===== src/rtl/booth_mult_32.sv =====
// rtl/booth_mult_32.sv - sequential 32-bit signed radix-2 Booth multiplier
// Low 32 product bits plus signed-overflow flag; one CLA add/sub per iteration.

module booth_cla8 (
  input  logic [7:0] i_a,
  input  logic [7:0] i_b,
  input  logic       i_cin,
  output logic [7:0] o_sum,
  output logic       o_cout
);
  logic [7:0] w_g;
  logic [7:0] w_p;
  logic [8:0] w_c;

  function automatic logic [8:0] f_carry(input logic [7:0] g, input logic [7:0] p, input logic cin);
    logic [8:0] c;
    c[0] = cin;
    for (int i = 0; i < 8; i++) begin
      c[i+1] = g[i] | (p[i] & c[i]);
    end
    return c;
  endfunction

  assign w_g    = i_a & i_b;
  assign w_p    = i_a ^ i_b;
  assign w_c    = f_carry(w_g, w_p, i_cin);
  assign o_sum  = w_p ^ w_c[7:0];
  assign o_cout = w_c[8];
endmodule

module booth_cla32 (
  input  logic [31:0] i_a,
  input  logic [31:0] i_b,
  input  logic        i_cin,
  output logic [31:0] o_sum,
  output logic        o_cout
);
  logic [4:0] w_carry;

  assign w_carry[0] = i_cin;

  for (genvar g = 0; g < 4; g++) begin : g_blk
    booth_cla8 u_cla8 (
      .i_a    (i_a[8*g +: 8]),
      .i_b    (i_b[8*g +: 8]),
      .i_cin  (w_carry[g]),
      .o_sum  (o_sum[8*g +: 8]),
      .o_cout (w_carry[g+1])
    );
  end

  assign o_cout = w_carry[4];
endmodule

module booth_mult_32 #(
  parameter int WIDTH = 32
) (
  input  logic             clock,
  input  logic             resetn,
  input  logic             start,
  input  logic [WIDTH-1:0] op_a,
  input  logic [WIDTH-1:0] op_b,
  output logic             busy,
  output logic             result_rdy,
  output logic [WIDTH-1:0] result,
  output logic             exception
);
  typedef enum logic [1:0] {S_IDLE, S_RUN, S_DONE} state_t;

  state_t      r_state;
  state_t      w_next;
  logic        w_load;

  logic [32:0] r_m;
  logic [32:0] r_acc;
  logic [31:0] r_q;
  logic        r_qm1;
  logic [4:0]  r_cnt;
  logic [31:0] r_result;
  logic        r_exception;
  logic        r_result_rdy;

  logic        w_addsub;
  logic        w_sub;
  logic [32:0] w_mx;
  logic [31:0] w_sum;
  logic        w_c32;
  logic [32:0] w_acc_n;

  // {Q[0],Qm1}: 10 subtracts M, 01 adds M, 00/11 leave ACC alone
  assign w_addsub = r_q[0] ^ r_qm1;
  assign w_sub    = r_q[0] & ~r_qm1;
  assign w_mx     = w_sub ? ~r_m : r_m;

  booth_cla32 u_cla (
    .i_a    (r_acc[31:0]),
    .i_b    (w_mx[31:0]),
    .i_cin  (w_sub),
    .o_sum  (w_sum),
    .o_cout (w_c32)
  );

  assign w_acc_n = w_addsub ? {r_acc[32] ^ w_mx[32] ^ w_c32, w_sum} : r_acc;

  always_ff @(posedge clock) begin
    if (!resetn) begin
      r_state <= S_IDLE;
    end else begin
      r_state <= w_next;
    end
  end

  always_comb begin
    w_next = r_state;
    w_load = 1'b0;
    case (r_state)
      S_IDLE: begin
        if (start) begin
          w_next = S_RUN;
          w_load = 1'b1;
        end
      end
      S_RUN: begin
        if (r_cnt == 5'd31) begin
          w_next = S_DONE;
        end
      end
      S_DONE: begin
        if (start) begin
          w_next = S_RUN;
          w_load = 1'b1;
        end else begin
          w_next = S_IDLE;
        end
      end
      default: w_next = S_IDLE;
    endcase
  end

  always_ff @(posedge clock) begin
    if (!resetn) begin
      r_m          <= '0;
      r_acc        <= '0;
      r_q          <= '0;
      r_qm1        <= 1'b0;
      r_cnt        <= '0;
      r_result     <= '0;
      r_exception  <= 1'b0;
      r_result_rdy <= 1'b0;
    end else begin
      r_result_rdy <= 1'b0;
      if (r_state == S_DONE) begin
        r_result     <= r_q;
        r_exception  <= (r_acc[31:0] != {32{r_q[31]}});
        r_result_rdy <= 1'b1;
      end
      if (w_load) begin
        r_m   <= {op_a[31], op_a};
        r_acc <= '0;
        r_q   <= op_b;
        r_qm1 <= 1'b0;
        r_cnt <= '0;
      end else if (r_state == S_RUN) begin
        r_acc <= {w_acc_n[32], w_acc_n[32:1]};
        r_q   <= {w_acc_n[0], r_q[31:1]};
        r_qm1 <= r_q[0];
        r_cnt <= r_cnt + 5'd1;
      end
    end
  end

  assign busy       = (r_state == S_RUN);
  assign result_rdy = r_result_rdy;
  assign result     = r_result;
  assign exception  = r_exception;
endmodule


===== config.mk =====
export PLATFORM = sky130hd
export DESIGN_NAME = booth_mult_32
export DESIGN_NICKNAME = d
export VERILOG_FILES = /design/src/rtl/booth_mult_32.sv
export SDC_FILE = /design/constraint.sdc
export NUM_CORES = 1
export LEC_CHECK = 0
export ABC_AREA = 1
export CAP_MARGIN = 30
export CORE_MARGIN = 1
export CORE_UTILIZATION = 54
export DETAILED_ROUTE_END_ITERATION = 8
export GPL_ROUTABILITY_DRIVEN = 0
export MAX_ROUTING_LAYER = met4
export PLACE_DENSITY = 0.8
export SLEW_MARGIN = 5
export SYNTH_ARGS = -nofsm -noshare
export SYNTH_HDL_FRONTEND = slang
export SYNTH_HIERARCHICAL = 1
export SYNTH_SLANG_ARGS = --single-unit

===== constraint.sdc =====
create_clock -name clock -period 17.06 [get_ports clock]
set_input_delay 3.412 -clock clock [delete_from_list [all_inputs] [get_ports clock]]
set_output_delay 3.412 -clock clock [all_outputs]
set_load 0.02 [all_outputs]

# Word-level counts from Yosys, hierarchy flattened
# Cells that the tools add are included.
[word_totals] regBits=138 inputBits=67 out_inout_bits=35
[classes] addsub=1 eq_ne=6 n_mux=11 n_bitwise=83 reduce_logical=5
[op_table] operator="2-to-1 mux 33 bit" n=2
[op_table] operator="2-to-1 mux 32 bit" n=2
[op_table] operator="XOR 8 bit" n=8
[op_table] operator="AND 1 bit" n=33
[op_table] operator="inverter 33 bit" n=1
[op_table] operator="AND 8 bit" n=4
[op_table] operator="!= test 32 bit" n=1
[op_table] operator="bitwise OR 1 bit" n=32
[op_table] operator="one-hot mux 2 bit (3 select lines)" n=1
[op_table] operator="adder 5 x 1 -> 5 bit (second input constant)" n=1
[op_table] operator="equality test 5 bit (second input constant)" n=1
[op_table] operator="2-to-1 mux 1 bit" n=4
[op_table] operator="2-to-1 mux 2 bit" n=2
[op_table] operator="OR reduction 2 bit" n=2
[op_table] operator="XOR 1 bit" n=3
[op_table] operator="equality test 2 x 1 -> 1 bit (second input constant)" n=1
[op_table] operator="equality test 2 bit (second input constant)" n=1
[op_table] operator="logical NOT 2 bit" n=1
[op_table] operator="!= test 2 x 1 -> 1 bit (second input constant)" n=1
[op_table] operator="!= test 2 bit (second input constant)" n=1
[op_table] operator="inverter 1 bit" n=2
[op_table] operator="AND reduction 2 bit" n=1
[op_table] operator="nonzero test 2 bit" n=1

# Logic depth before layout (Yosys ltp)
# Gate-level depths: netlist of the first run.
[depth] ltp_word=72 mapped_depth=56 ltp_nobuf=55

# By module
# The synthesis of the first run kept the hierarchy.
[by_module_without_submodules] module="booth_mult_32" instances=1 cells_per_inst=784 area_per_inst_um2=5861.9
[by_module_without_submodules] module="booth_cla8" instances=4 cells_per_inst=18 area_per_inst_um2=197.7

# Worst setup path before layout of the first run
# OpenSTA, ideal clock, no wires.
[synth_path] path_type="reg-to-reg" startpoint="register r_q[0]" endpoint="register r_acc[30]" setup_time_ns=0.070 arrival_time_ns=12.247 setup_slack_ns=4.743 path_stages_with_launch=52 cell_sequence="dfxtp_1 -> ha_1 -> buf_2 -> buf_2 -> xor2_1 -> fa_1 -> fa_1 -> fa_1 -> fa_1 -> fa_1 -> fa_1 -> inv_1 -> fa_1 -> inv_1 -> inv_1 -> fa_1 -> inv_1 -> fa_1 -> [16 not listed] -> fa_1 -> inv_1 -> fa_1 -> inv_1 -> inv_1 -> fa_1 -> inv_1 -> fa_1 -> fa_1 -> fa_1 -> fa_1 -> fa_1 -> fa_1 -> inv_1 -> fa_1 -> inv_1 -> a21oi_1 -> a21oi_1"
[synth_via] elab_cells_between_ends=75 cone_classes="mux (2); bitwise (73)"
[synth_rtl] item="start: declaration" line="76" rtl="logic [31:0] r_q;"
[synth_rtl] item="start signal: assignment" line="160" rtl="r_q <= op_b;"
[synth_rtl] item="start signal: assignment" line="165" rtl="r_q <= {w_acc_n[0], r_q[31:1]};"
[synth_rtl] item="AND 1 bit (*)" line="92" rtl="assign w_sub = r_q[0] & ~r_qm1;"
[synth_rtl] item="net w_sub" line="84" rtl="logic w_sub;"
[synth_rtl] item="2-to-1 mux 33 bit (*)" line="93" rtl="assign w_mx = w_sub ? ~r_m : r_m;"
[synth_rtl] item="net w_mx[1]" line="85" rtl="logic [32:0] w_mx;"
[synth_rtl] item="XOR 8 bit" line="25" rtl="assign w_p = i_a ^ i_b;"
[synth_rtl] item="AND 1 bit" line="19" rtl="c[i+1] = g[i] | (p[i] & c[i]);"
[synth_rtl] item="bitwise OR 1 bit (*)" line="19"
[synth_rtl] item="AND 1 bit (*)" line="19"
[synth_rtl] item="[11 not listed]"
[synth_rtl] item="net u_cla.w_carry[1]" line="38" rtl="logic [4:0] w_carry;"
[synth_rtl] item="[16 not listed]"
[synth_rtl] item="net u_cla.w_carry[2]" line="38"
[synth_rtl] item="[16 not listed]"
[synth_rtl] item="net u_cla.w_carry[3]" line="38"
[synth_rtl] item="[9 not listed]"
[synth_rtl] item="bitwise OR 1 bit (*)" line="19"
[synth_rtl] item="AND 1 bit (*)" line="19"
[synth_rtl] item="bitwise OR 1 bit (*)" line="19"
[synth_rtl] item="AND 1 bit (*)" line="19"
[synth_rtl] item="bitwise OR 1 bit (*)" line="19"
[synth_rtl] item="XOR 8 bit (*)" line="27" rtl="assign o_sum = w_p ^ w_c[7:0];"
[synth_rtl] item="net w_sum[31]" line="86" rtl="logic [31:0] w_sum;"
[synth_rtl] item="2-to-1 mux 33 bit (*)" line="103" rtl="assign w_acc_n = w_addsub ? {r_acc[32] ^ w_mx[32] ^ w_c32, w_sum} : r_acc;"
[synth_rtl] item="end signal: assignment" line="164" rtl="r_acc <= {w_acc_n[32], w_acc_n[32:1]};"
[synth_rtl] item="end: declaration" line="75" rtl="logic [32:0] r_acc;"
# Mark *: on every way through the listed nets, which the timed path passes. The rest lies on a longest branch.
# A chain may end at the register's enable or synchronous reset.

# Final worst setup path of the first run
[layout_path] startpoint="register r_q[0]" endpoint="register r_acc[30]"
[layout_via] elab_chain_cells=67 elab_cells_between_ends=75 cone_classes="mux (2); bitwise (73)"
[layout_rtl] item="AND 1 bit (*)" line="92"
[layout_rtl] item="net w_sub" line="84"
[layout_rtl] item="2-to-1 mux 33 bit (*)" line="93"
[layout_rtl] item="net w_mx[0]" line="85"
[layout_rtl] item="XOR 8 bit" line="25"
[layout_rtl] item="AND 1 bit" line="19"
[layout_rtl] item="bitwise OR 1 bit (*)" line="19"
[layout_rtl] item="AND 1 bit (*)" line="19"
[layout_rtl] item="[13 not listed]"
[layout_rtl] item="net u_cla.w_carry[1]" line="38"
[layout_rtl] item="[16 not listed]"
[layout_rtl] item="net u_cla.w_carry[2]" line="38"
[layout_rtl] item="[16 not listed]"
[layout_rtl] item="net u_cla.w_carry[3]" line="38"
[layout_rtl] item="[9 not listed]"
[layout_rtl] item="bitwise OR 1 bit (*)" line="19"
[layout_rtl] item="AND 1 bit (*)" line="19"
[layout_rtl] item="bitwise OR 1 bit (*)" line="19"
[layout_rtl] item="AND 1 bit (*)" line="19"
[layout_rtl] item="bitwise OR 1 bit (*)" line="19"
[layout_rtl] item="XOR 8 bit (*)" line="27"
[layout_rtl] item="net w_sum[31]" line="86"
[layout_rtl] item="2-to-1 mux 33 bit (*)" line="103"
# Marks and branches as above.

==> Flow_metrics.wiki, run 1 <==
{| class="wikitable"
! Metric !! Value
|-
| Outcome || completed
|-
| Total power consumption of the routed design || 830 uW
|-
| Relative slew slack || 0.332
|-
| Routed wire length || 14800 um
|-
| Worst path max stage delay || 0.44 ns
|-
| CTS hold repair buffers || 0
|-
| Setup slack, reg-to-reg || 3.71 ns
|-
| Family with the most delay on the worst path || adder cells
|-
| Max Transition Viols Final || 0
|-
| Worst Setup Path Type || register to register
|-
| Critical Path End Type || register
|-
| Crit-path slowest cell || sky130_fd_sc_hd__buf_4
|-
| Synth cell types || 31
|-
| Cell-internal power || 613 uW
|-
| Most common cell after layout, fill and taps aside || sky130_fd_sc_hd__nor2_1
|-
| Drt first-iter violations || 370
|-
| Combined area of all synthesized cells || 6650 sq um
|-
| TritonCTS buffer count || 17
|-
| Top achievable clock speed || 0.0749 GHz
|-
| Worst IR drop on VDD || 72.4 uV
|-
| Total congestion overflow after global routing || 0
|-
| Source-to-sink clock delay at the later pin of the worst-skew pair || 0.43 ns
|-
| Final layout net count || 1028
|-
| Via total after detailed routing || 5614
|-
| Synthesized netlist net count || 958
|-
| Total power density per cell area || 102 nW/um^2
|-
| Tightest Pin Transition || 1.00 ns
|-
| CTS Root Cell || sky130_fd_sc_hd__clkbuf_16
|-
| Initial antenna violation count || 0
|-
| Clock transition at the registers of the reported paths || 0.06 ns
|-
| Number of iterations in the first detailed-routing pass || 5
|-
| Switching power as a share of total power || 0.262
|-
| Pin count of the biggest net entering global routing || 68
|-
| Proportion of power drawn by the clock network || 0.436
|-
| CP Data Arrival Time || 13.70 ns
|-
| Die Y-Extent || 113 um
|-
| Syn avg cell area || 7.77 sq um
|-
| Average vias per placed instance || 5.18
|-
| Critical path's most frequent cell || sky130_fd_sc_hd__fa_1
|-
| Placed wire-length estimate || 8990 um
|-
| TritonCTS sink count || 138
|-
| Buffer levels on the longest clock path || 2
|-
| Share of final-layout standard cells stronger than drive strength 1 || 0.0502
|-
| Detail-routed net length per standard cell || 13.7 um
|-
| Die width || 113 um
|-
| Diode count || 0
|-
| Minimum clock period after layout || 13.35 ns
|-
| Antenna-violating nets left || 0
|-
| Combinational power share || 0.137
|-
| Total I/O pin count || 102
|-
| Hold violation count in the final report || 0
|-
| Sequential fraction of design power || 0.427
|-
| Share of the clock period used by the worst path || 0.783
|-
| Maximum fanout along the worst path || 33
|-
| Number of global-route vias before repair || 5469
|-
| Worst Clk Skew || 0.00647 ns
|-
| Initial cell density of the core || 0.554
|-
| Leading cell types in the layout, fill and taps excluded || sky130_fd_sc_hd__nor2_1 (144), sky130_fd_sc_hd__nand2_1 (139), sky130_fd_sc_hd__dfxtp_1 (138)
|-
| Synthesized instance count || 856
|-
| Area of the core region || 12000 sq um
|-
| Row count || 40
|-
| Remaining DRCs || 0
|-
| Postcts setup bufs || 0
|-
| Number of filler cells placed in the layout || 1014
|-
| RSZ-0062 raised after global routing || false
|-
| Required time at the endpoint of the critical path || 17.41 ns
|-
| Yosys reg bits || 138
|-
| Buffering stage count on the worst path with inverters included || 17
|-
| Clock H-tree levels || 4
|-
| Leak || 3.46 nW
|-
| Count of instances resized after the clock tree is built || 0
|-
| Die Area || 12800 sq um
|-
| Number of port buffers || 101
|-
| Path category of the worst min-delay check || register to register
|-
| Ys Warns || 6
|-
| Final TNS setup || 0 ns
|-
| MaxCap Viol Count || 0
|-
| Overall fraction of global-route tracks in use || 0.255
|-
| # setup viols final || 0
|-
| CTS tree || yes
|-
| Synthesis-to-finish area growth || 22.6%
|-
| Crit path launch type || register
|-
| Global-route wire length before repair || 25100 um
|-
| Share of synthesized area occupied by flip-flops and latches || 0.415
|-
| Sw power || 217 uW
|}
-- final timing paths --
| check | depth (start not counted) | start | end |
|---|---|---|---|
| max | 53 | r_q[0]$_SDFFE_PN0P_ | r_acc[30]$_SDFFE_PP0P_ |
| min | 2 | r_q[22]$_SDFFE_PN0P_ | result[22]$_SDFFE_PN0N_ |
| max reg2reg | 53 | r_q[0]$_SDFFE_PN0P_ | r_acc[30]$_SDFFE_PP0P_ |
| min reg2reg | 2 | r_q[22]$_SDFFE_PN0P_ | result[22]$_SDFFE_PN0N_ |
-- sequential cells by signal, summed over array words and instances (netlist names) --
| name | count |
|---|---|
| r_state | 2 |
| result_rdy | 1 |
| r_cnt | 5 |
| r_q | 32 |
| r_qm1 | 1 |
| exception | 1 |
| r_acc | 32 |
| result | 32 |
| r_m | 32 |
-- routing by layer --
metal | vias to the layer above | global-route usage | routed length, um
met5 | - | - | 0
met4 | 0 | 0.0798 | 171
met3 | 17 | 0.0787 | 926
met2 | 137 | 0.417 | 6950
met1 | 2589 | 0.301 | 6800
li1 | 2871 | - | -
-- power by group through the flow --
stage / combinational [mW] / clock, mW / sequential, mW
finish: 0.114 / 0.362 / 0.355
global route: 0.130 / 0.381 / 0.357
detailed placement: 0.112 / 0 / 0.361
global placement: 0.109 / 0 / 0.361
floorplan: 0.0832 / 0 / 0.357
CTS: 0.114 / 0.366 / 0.355
-- tightest hold or removal path, stage by stage (launching register included) --
cell,delay (ns)
sky130_fd_sc_hd__dfxtp_1,0.31
sky130_fd_sc_hd__inv_1,0.06
sky130_fd_sc_hd__a21oi_1,0.05
-- stage by stage --
| step | cell area, sq um | hold WS (ns) | instances | setup slack, ns | utilization |
|---|---|---|---|---|---|
| after global placement | 7580 | 0.451 | 1053 | 4.01 | 0.631 |
| final | 8160 | 0.466 | 1083 | 3.71 | 0.679 |
| after detailed placement | 7580 | 0.457 | 1053 | 3.78 | 0.631 |
| after CTS | 8140 | 0.469 | 1082 | 3.70 | 0.678 |
| after floorplan | 6650 | 0.433 | 856 | 4.74 | - |
| after global routing | 8160 | 0.494 | 1083 | 3.07 | 0.679 |
-- kinds of logic after synthesis --
group / share of synthesized area
buf+inv: 0.0871
xor+xnor: 0.0446
simple gates: 0.178
flops: 0.415
compound gates: 0.173
fa+ha+maj: 0.102
-- cell usage after synthesis, drive strengths merged --
library cell | number | area, sq um
nand3 | 4 | 20.0
fa | 32 | 641
dfxtp | 138 | 2760
a211oi | 1 | 12.5
a21oi | 85 | 425
clkbuf | 16 | 62.6
o211ai | 1 | 7.51
nor3 | 6 | 30.0
nor2 | 148 | 568
a221oi | 6 | 52.6
o21ai | 105 | 526
or2 | 1 | 6.26
nand3b | 3 | 22.5
inv | 72 | 273
xor2 | 33 | 297
nand4 | 2 | 12.5
a31oi | 20 | 125
ha | 3 | 37.5
buf | 40 | 244
nand2 | 140 | 528
-- area by class of cell --
| cell class | count | area (sq um) | area share |
|---|---|---|---|
| Clock inverter | 8 | 124 | 0.0152 |
| Tap cell | 147 | 184 | 0.0225 |
| Clock buffer | 21 | 440 | 0.0540 |
| Timing Repair Buffer | 107 | 1060 | 0.130 |
| Multi-Input combinational cell | 590 | 3320 | 0.406 |
| Inverter | 72 | 273 | 0.0334 |
| Sequential cell | 138 | 2760 | 0.339 |
No activity file was read; power rests on OpenSTA's default activity.
==> inputs of run 2 (changes only) <==
Settings changed: CORE_UTILIZATION 54 to 49, PLACE_DENSITY 0.8 to 0.76.
Clock period 17.06 ns to 12.03 ns, I/O delays scaled along.
==> run 2 against run 1 <==
Against the previous run: final cell count rose by 3.3%; clock-buffer cell count fell by 2; via count rose by 2.4%; critical path depth did not move; sequential cell count did not move; hold slack improved by 0.0028 ns; clock skew rose by 0.0031 ns; fmax rose by 12%; sequential share of layout area fell by 0.90 points; cell area rose by 2.8%; first-iteration DRC count fell by 0.54%; sequential power rose by 42%.
==> Flow_metrics.wiki, run 2 (same netlist as run 1, synthesis figures left out) <==
{| class="wikitable"
! Metric !! Value
|-
| Most congested layer reported by global routing || met2
|-
| Pin count of the biggest net entering global routing || 66
|-
| Remaining DRCs || 0
|-
| Worst path max stage delay || 0.43 ns
|-
| Multi-input combinational cell area || 3410 sq um
|-
| Die width || 119 um
|-
| Leak || 3.46 nW
|-
| Global-route wire length before repair || 26300 um
|-
| Average vias per placed instance || 5.13
|-
| Final layout net count || 1033
|-
| CTS tree || yes
|-
| Tightest Pin Transition || 0.843 ns
|-
| Clock transition at the registers of the reported paths || 0.06 ns
|-
| Buffer levels on the longest clock path || 2
|-
| CTS hold repair buffers || 0
|-
| Buffering stage count on the worst path with inverters included || 17
|-
| Total power consumption of the routed design || 1.20 mW
|-
| Met3 routing resource usage after global routing || 0.0705
|-
| Fin area || 8390 sq um
|-
| Diode count || 0
|-
| RSZ-0062 raised after global routing || true
|-
| MaxCap Viol Count || 0
|-
| Number of filler cells placed in the layout || 1146
|-
| Worst Clk Skew || 0.00957 ns
|-
| Crit-path slowest cell || sky130_fd_sc_hd__fa_2
|-
| Critical Path End Type || register
|-
| Most common cell after layout, fill and taps aside || sky130_fd_sc_hd__nor2_1
|-
| CTS Root Cell || sky130_fd_sc_hd__clkbuf_16
|-
| Top achievable clock speed || 0.0842 GHz
|-
| Die Area || 14000 sq um
|-
| Critical path's most frequent cell || sky130_fd_sc_hd__fa_2
|-
| Antenna-violating nets left || 0
|-
| Via total after detailed routing || 5746
|-
| Number of global-route vias before repair || 5506
|-
| Number of iterations in the first detailed-routing pass || 5
|-
| Overall fraction of global-route tracks in use || 0.239
|-
| Met2 demand-to-capacity share in global routing || 0.367
|-
| Drt first-iter violations || 368
|-
| Minimum clock period after layout || 11.88 ns
|-
| Met1 demand-to-capacity share in global routing || 0.300
|-
| Postcts setup bufs || 0
|-
| # setup viols final || 0
|-
| Number of port buffers || 101
|-
| Total congestion overflow after global routing || 0
|-
| Share of final-layout standard cells stronger than drive strength 1 || 0.109
|-
| Maximum fanout along the worst path || 3
|-
| Total power density per cell area || 143 nW/um^2
|-
| Leading cell types in the layout, fill and taps excluded || sky130_fd_sc_hd__nor2_1 (144), sky130_fd_sc_hd__nand2_1 (139), sky130_fd_sc_hd__dfxtp_1 (136)
|-
| Detail-routed net length per standard cell || 13.8 um
|-
| Relative slew slack || 0.438
|-
| Area of the core region || 13200 sq um
|-
| Total I/O pin count || 102
|-
| Placed wire-length estimate || 9420 um
|-
| Row count || 42
|-
| Clock H-tree levels || 4
|-
| Die Y-Extent || 119 um
|-
| Outcome || completed
|-
| TritonCTS sink count || 138
|-
| Family with the most delay on the worst path || adder cells
|-
| Non-Filler Instances || 1119
|-
| CP Data Arrival Time || 12.24 ns
|-
| Worst Setup Path Type || register to register
|-
| Initial cell density of the core || 0.502
|-
| Final TNS setup || 0 ns
|-
| Post-Place Cells || 1087
|-
| Source-to-sink clock delay at the later pin of the worst-skew pair || 0.43 ns
|-
| Routed wire length || 15400 um
|-
| Path category of the worst min-delay check || register to register
|-
| Post-Place Cell Area || 7690 sq um
|-
| Storage cell area || 2770 sq um
|-
| Required time at the endpoint of the critical path || 12.39 ns
|-
| Hold violation count in the final report || 0
|-
| Initial antenna violation count || 0
|-
| Crit path launch type || register
|-
| Synthesis-to-finish area growth || 26.1%
|-
| Max Transition Viols Final || 0
|-
| Worst IR drop on VDD || 111 uV
|-
| Share of the clock period used by the worst path || 0.988
|-
| TritonCTS buffer count || 17
|}
[run 2: worst paths after layout]
check	slack [ns]	start	depth (start not counted)	end
worst max-delay path	0.15	r_qm1$_SDFFE_PP0P_	53	r_acc[30]$_SDFFE_PP0P_
worst min-delay path	0.47	r_q[22]$_SDFFE_PN0P_	2	result[22]$_SDFFE_PN0N_
worst max register to register	0.15	r_qm1$_SDFFE_PP0P_	53	r_acc[30]$_SDFFE_PP0P_
worst min register to register	0.47	r_q[22]$_SDFFE_PN0P_	2	result[22]$_SDFFE_PN0N_
[run 2: layer usage]
metal,vias up,share of wire
li1,2903,-
met1,2662,0.46
met2,155,0.46
met3,26,0.062
met4,0,0.018
met5,-,0
[run 2: repair_timing]
item	CTS	global route
endpoints found under the setup margin	3	3
pin swaps	2	5
resized for setup	13	26
[run 2: through the flow]
stage	hold WS, ns	setup slack [ns]	utilization
floorplan	0.433	0.00717	-
global placement	0.449	-0.236	0.578
detailed placement	0.455	-0.439	0.581
CTS	0.463	0.0440	0.628
global route	0.487	-0.232	0.634
finish	0.468	0.147	0.634
[run 2: worst reg2reg max path, delay by kind of cell (launching register included)]
| family | cells | cell delay (ns) |
|---|---|---|
| AOI/OAI and AO/OA | 2 | 0.22 |
| xor gates and xnor gates | 1 | 0.13 |
| adders and majority gates | 33 | 10.27 |
| buffers and inverters | 17 | 0.88 |
| DFF | 1 | 0.32 |
[run 2: report_power, final]
group / total [mW] / leakage, nW / internal (mW) / switching, mW
clock: 0.523 / 0.278 / 0.317 / 0.207
sequential: 0.503 / 1.13 / 0.481 / 0.0218
combinational: 0.174 / 2.05 / 0.0741 / 0.100
total: 1.20 / 3.46 / 0.872 / 0.329
[run 2: area by class of cell]
type	instances	area share
Tap cell	176	0.0262
Inverter	72	0.0325
Clock inverter	12	0.0166
Multi-Input combinational cell	590	0.407
Sequential cell	138	0.330
Clock buffer	19	0.0540
Timing Repair Buffer	112	0.135
==> inputs of run 3 (changes only) <==
Settings changed: CORE_UTILIZATION 49 to 54, PLACE_DENSITY 0.76 to 0.8.
Clock period 12.03 ns to 13.6 ns, I/O delays scaled along.
==> run 3 against run 2 <==
Against the previous run: utilization rose by 4.8 points; clock power shrank 18%; global-route usage up 2.0 points; first-iteration DRC count increased by 0.82%; setup slack better by 0.53 ns; sequential share of layout area increased by 0.82 points; clock skew shrank 0.0048 ns; power decreased by 15%; register-to-register slack improved by 0.53 ns; largest cell class unchanged; largest power group is now sequential cells.
==> Flow_metrics.wiki, run 3 (same netlist as run 1, synthesis figures left out) <==
{| class="wikitable"
! Metric !! Value
|-
| Outcome || completed
|-
| Hold violation count in the final report || 0
|-
| Total congestion overflow after global routing || 0
|-
| Average vias per placed instance || 5.28
|-
| Synthesis-to-finish area growth || 23.0%
|-
| Detail-routed net length per standard cell || 14.0 um
|-
| Sequential fraction of design power || 0.436
|-
| Leading cell types in the layout, fill and taps excluded || sky130_fd_sc_hd__nor2_1 (144), sky130_fd_sc_hd__nand2_1 (139), sky130_fd_sc_hd__dfxtp_1 (137)
|-
| Clock H-tree levels || 4
|-
| Pin count of the biggest net entering global routing || 68
|-
| Die width || 113 um
|-
| CTS tree || yes
|-
| Max Transition Viols Final || 0
|-
| Source-to-sink clock delay at the later pin of the worst-skew pair || 0.42 ns
|-
| Final Hold Slack || 0.473 ns
|-
| Total power density per cell area || 125 nW/um^2
|-
| TritonCTS sink count || 138
|-
| Path category of the worst min-delay check || register to register
|-
| Worst Setup Path Type || register to register
|-
| Fin area || 8180 sq um
|-
| Worst path max stage delay || 0.42 ns
|-
| Share of final-layout standard cells stronger than drive strength 1 || 0.0596
|-
| Routed wire length || 15200 um
|-
| Proportion of power drawn by the clock network || 0.422
|-
| Final layout net count || 1029
|-
| Area of the core region || 12000 sq um
|-
| Required time at the endpoint of the critical path || 13.96 ns
|-
| Cell-internal power || 740 uW
|-
| CTS hold repair buffers || 0
|-
| Crit-path slowest cell || sky130_fd_sc_hd__fa_1
|-
| Relative slew slack || 0.359
|-
| Final TNS setup || 0 ns
|-
| Via total after detailed routing || 5731
|-
| Most common cell after layout, fill and taps aside || sky130_fd_sc_hd__nor2_1
|-
| Placed wire-length estimate || 9190 um
|-
| Tightest Pin Transition || 0.960 ns
|-
| Critical path's most frequent cell || sky130_fd_sc_hd__fa_1
|-
| Crit path launch type || register
|-
| RSZ-0062 raised after global routing || false
|-
| Overall fraction of global-route tracks in use || 0.259
|-
| Post-Place Cell Area || 7590 sq um
|-
| Die Y-Extent || 113 um
|-
| TritonCTS buffer count || 17
|-
| Row count || 40
|-
| CTS Root Cell || sky130_fd_sc_hd__clkbuf_16
|-
| Share of the clock period used by the worst path || 0.951
|-
| MaxCap Viol Count || 0
|-
| Sw power || 281 uW
|-
| Buffer levels on the longest clock path || 2
|-
| Worst IR drop on VDD || 90.5 uV
|-
| Number of global-route vias before repair || 5558
|-
| Top achievable clock speed || 0.0774 GHz
|-
| Worst setup slack before clock tree synthesis || 0.588 ns
|-
| Combinational power share || 0.142
|-
| Minimum clock period after layout || 12.93 ns
|-
| Number of filler cells placed in the layout || 987
|-
| # setup viols final || 0
|-
| Total I/O pin count || 102
|-
| Total power consumption of the routed design || 1.02 mW
|-
| Diode count || 0
|-
| Drt first-iter violations || 371
|-
| Switching power as a share of total power || 0.275
|-
| Initial cell density of the core || 0.554
|-
| Global-route wire length before repair || 25600 um
|-
| Worst Clk Skew || 0.00481 ns
|-
| Number of port buffers || 101
|-
| Clock transition at the registers of the reported paths || 0.06 ns
|-
| Die Area || 12800 sq um
|-
| Maximum fanout along the worst path || 18
|-
| Antenna-violating nets left || 0
|-
| Post-route worst setup slack || 0.672 ns
|-
| Remaining DRCs || 0
|-
| Critical Path End Type || register
|-
| CP Data Arrival Time || 13.28 ns
|-
| Number of iterations in the first detailed-routing pass || 6
|-
| Leak || 3.45 nW
|-
| Initial antenna violation count || 0
|}
-- run 3: layer usage --
layer,global-route usage,wire [um],up-vias
met5,-,0,-
met4,0.0842,238,0
met3,0.0761,915,21
met2,0.419,7010,158
met1,0.312,7000,2674
li1,-,-,2878
-- run 3: final timing paths --
kind                   startpoint                      end  slack, ns  cells after the start
max            r_qm1$_SDFFE_PP0P_   r_acc[30]$_SDFFE_PP0P_       0.67                     54
min reg2reg  r_q[26]$_SDFFE_PN0P_  result[26]$_SDFFE_PN0N_       0.47                      2
min          r_q[26]$_SDFFE_PN0P_  result[26]$_SDFFE_PN0N_       0.47                      2
max reg2reg    r_qm1$_SDFFE_PP0P_   r_acc[30]$_SDFFE_PP0P_       0.67                     54
-- run 3: power by group through the flow --
stage / Sequential (mW) / Combinational [mW] / Clock (mW)
detailed placement: 0.453 / 0.142 / 0
finish: 0.445 / 0.145 / 0.431
CTS: 0.445 / 0.144 / 0.435
floorplan: 0.448 / 0.104 / 0
global placement: 0.452 / 0.139 / 0
global route: 0.448 / 0.166 / 0.453
-- run 3: final cells by class --
type                    instances  area [sq um]  area share
inverters                      72           273      0.0333
clock buffers                  20           447      0.0546
clock inverters                11           100      0.0122
well taps                     147           184      0.0225
flip-flops and latches        138          2760       0.338
repair buffers                108          1090       0.133
multi-input cells             590          3320       0.406
-- run 3: timing repair --
| action | in CTS | in global routing |
|---|---|---|
| buffers inserted | 0 | 0 |
| gates resized for setup | 0 | 7 |
| endpoints found under the hold margin | 0 | 0 |
| endpoints found under the setup margin | 0 | 2 |
-- run 3: stage by stage --
step	util	instances
detailed placement	0.632	1054
global placement	0.631	1053
CTS	0.678	1085
floorplan	-	856
finish	0.681	1086
global route	0.681	1086
-- run 3: worst max-delay path: cells and delay by family, from the launching register on --
family,cells,cell delay (ns)
flip-flops,1,0.31
adder cells (fa/ha/maj),33,11.04
AO/OA/AOI/OAI,2,0.22
buffers and inverters,18,1.14
XOR/XNOR,1,0.14
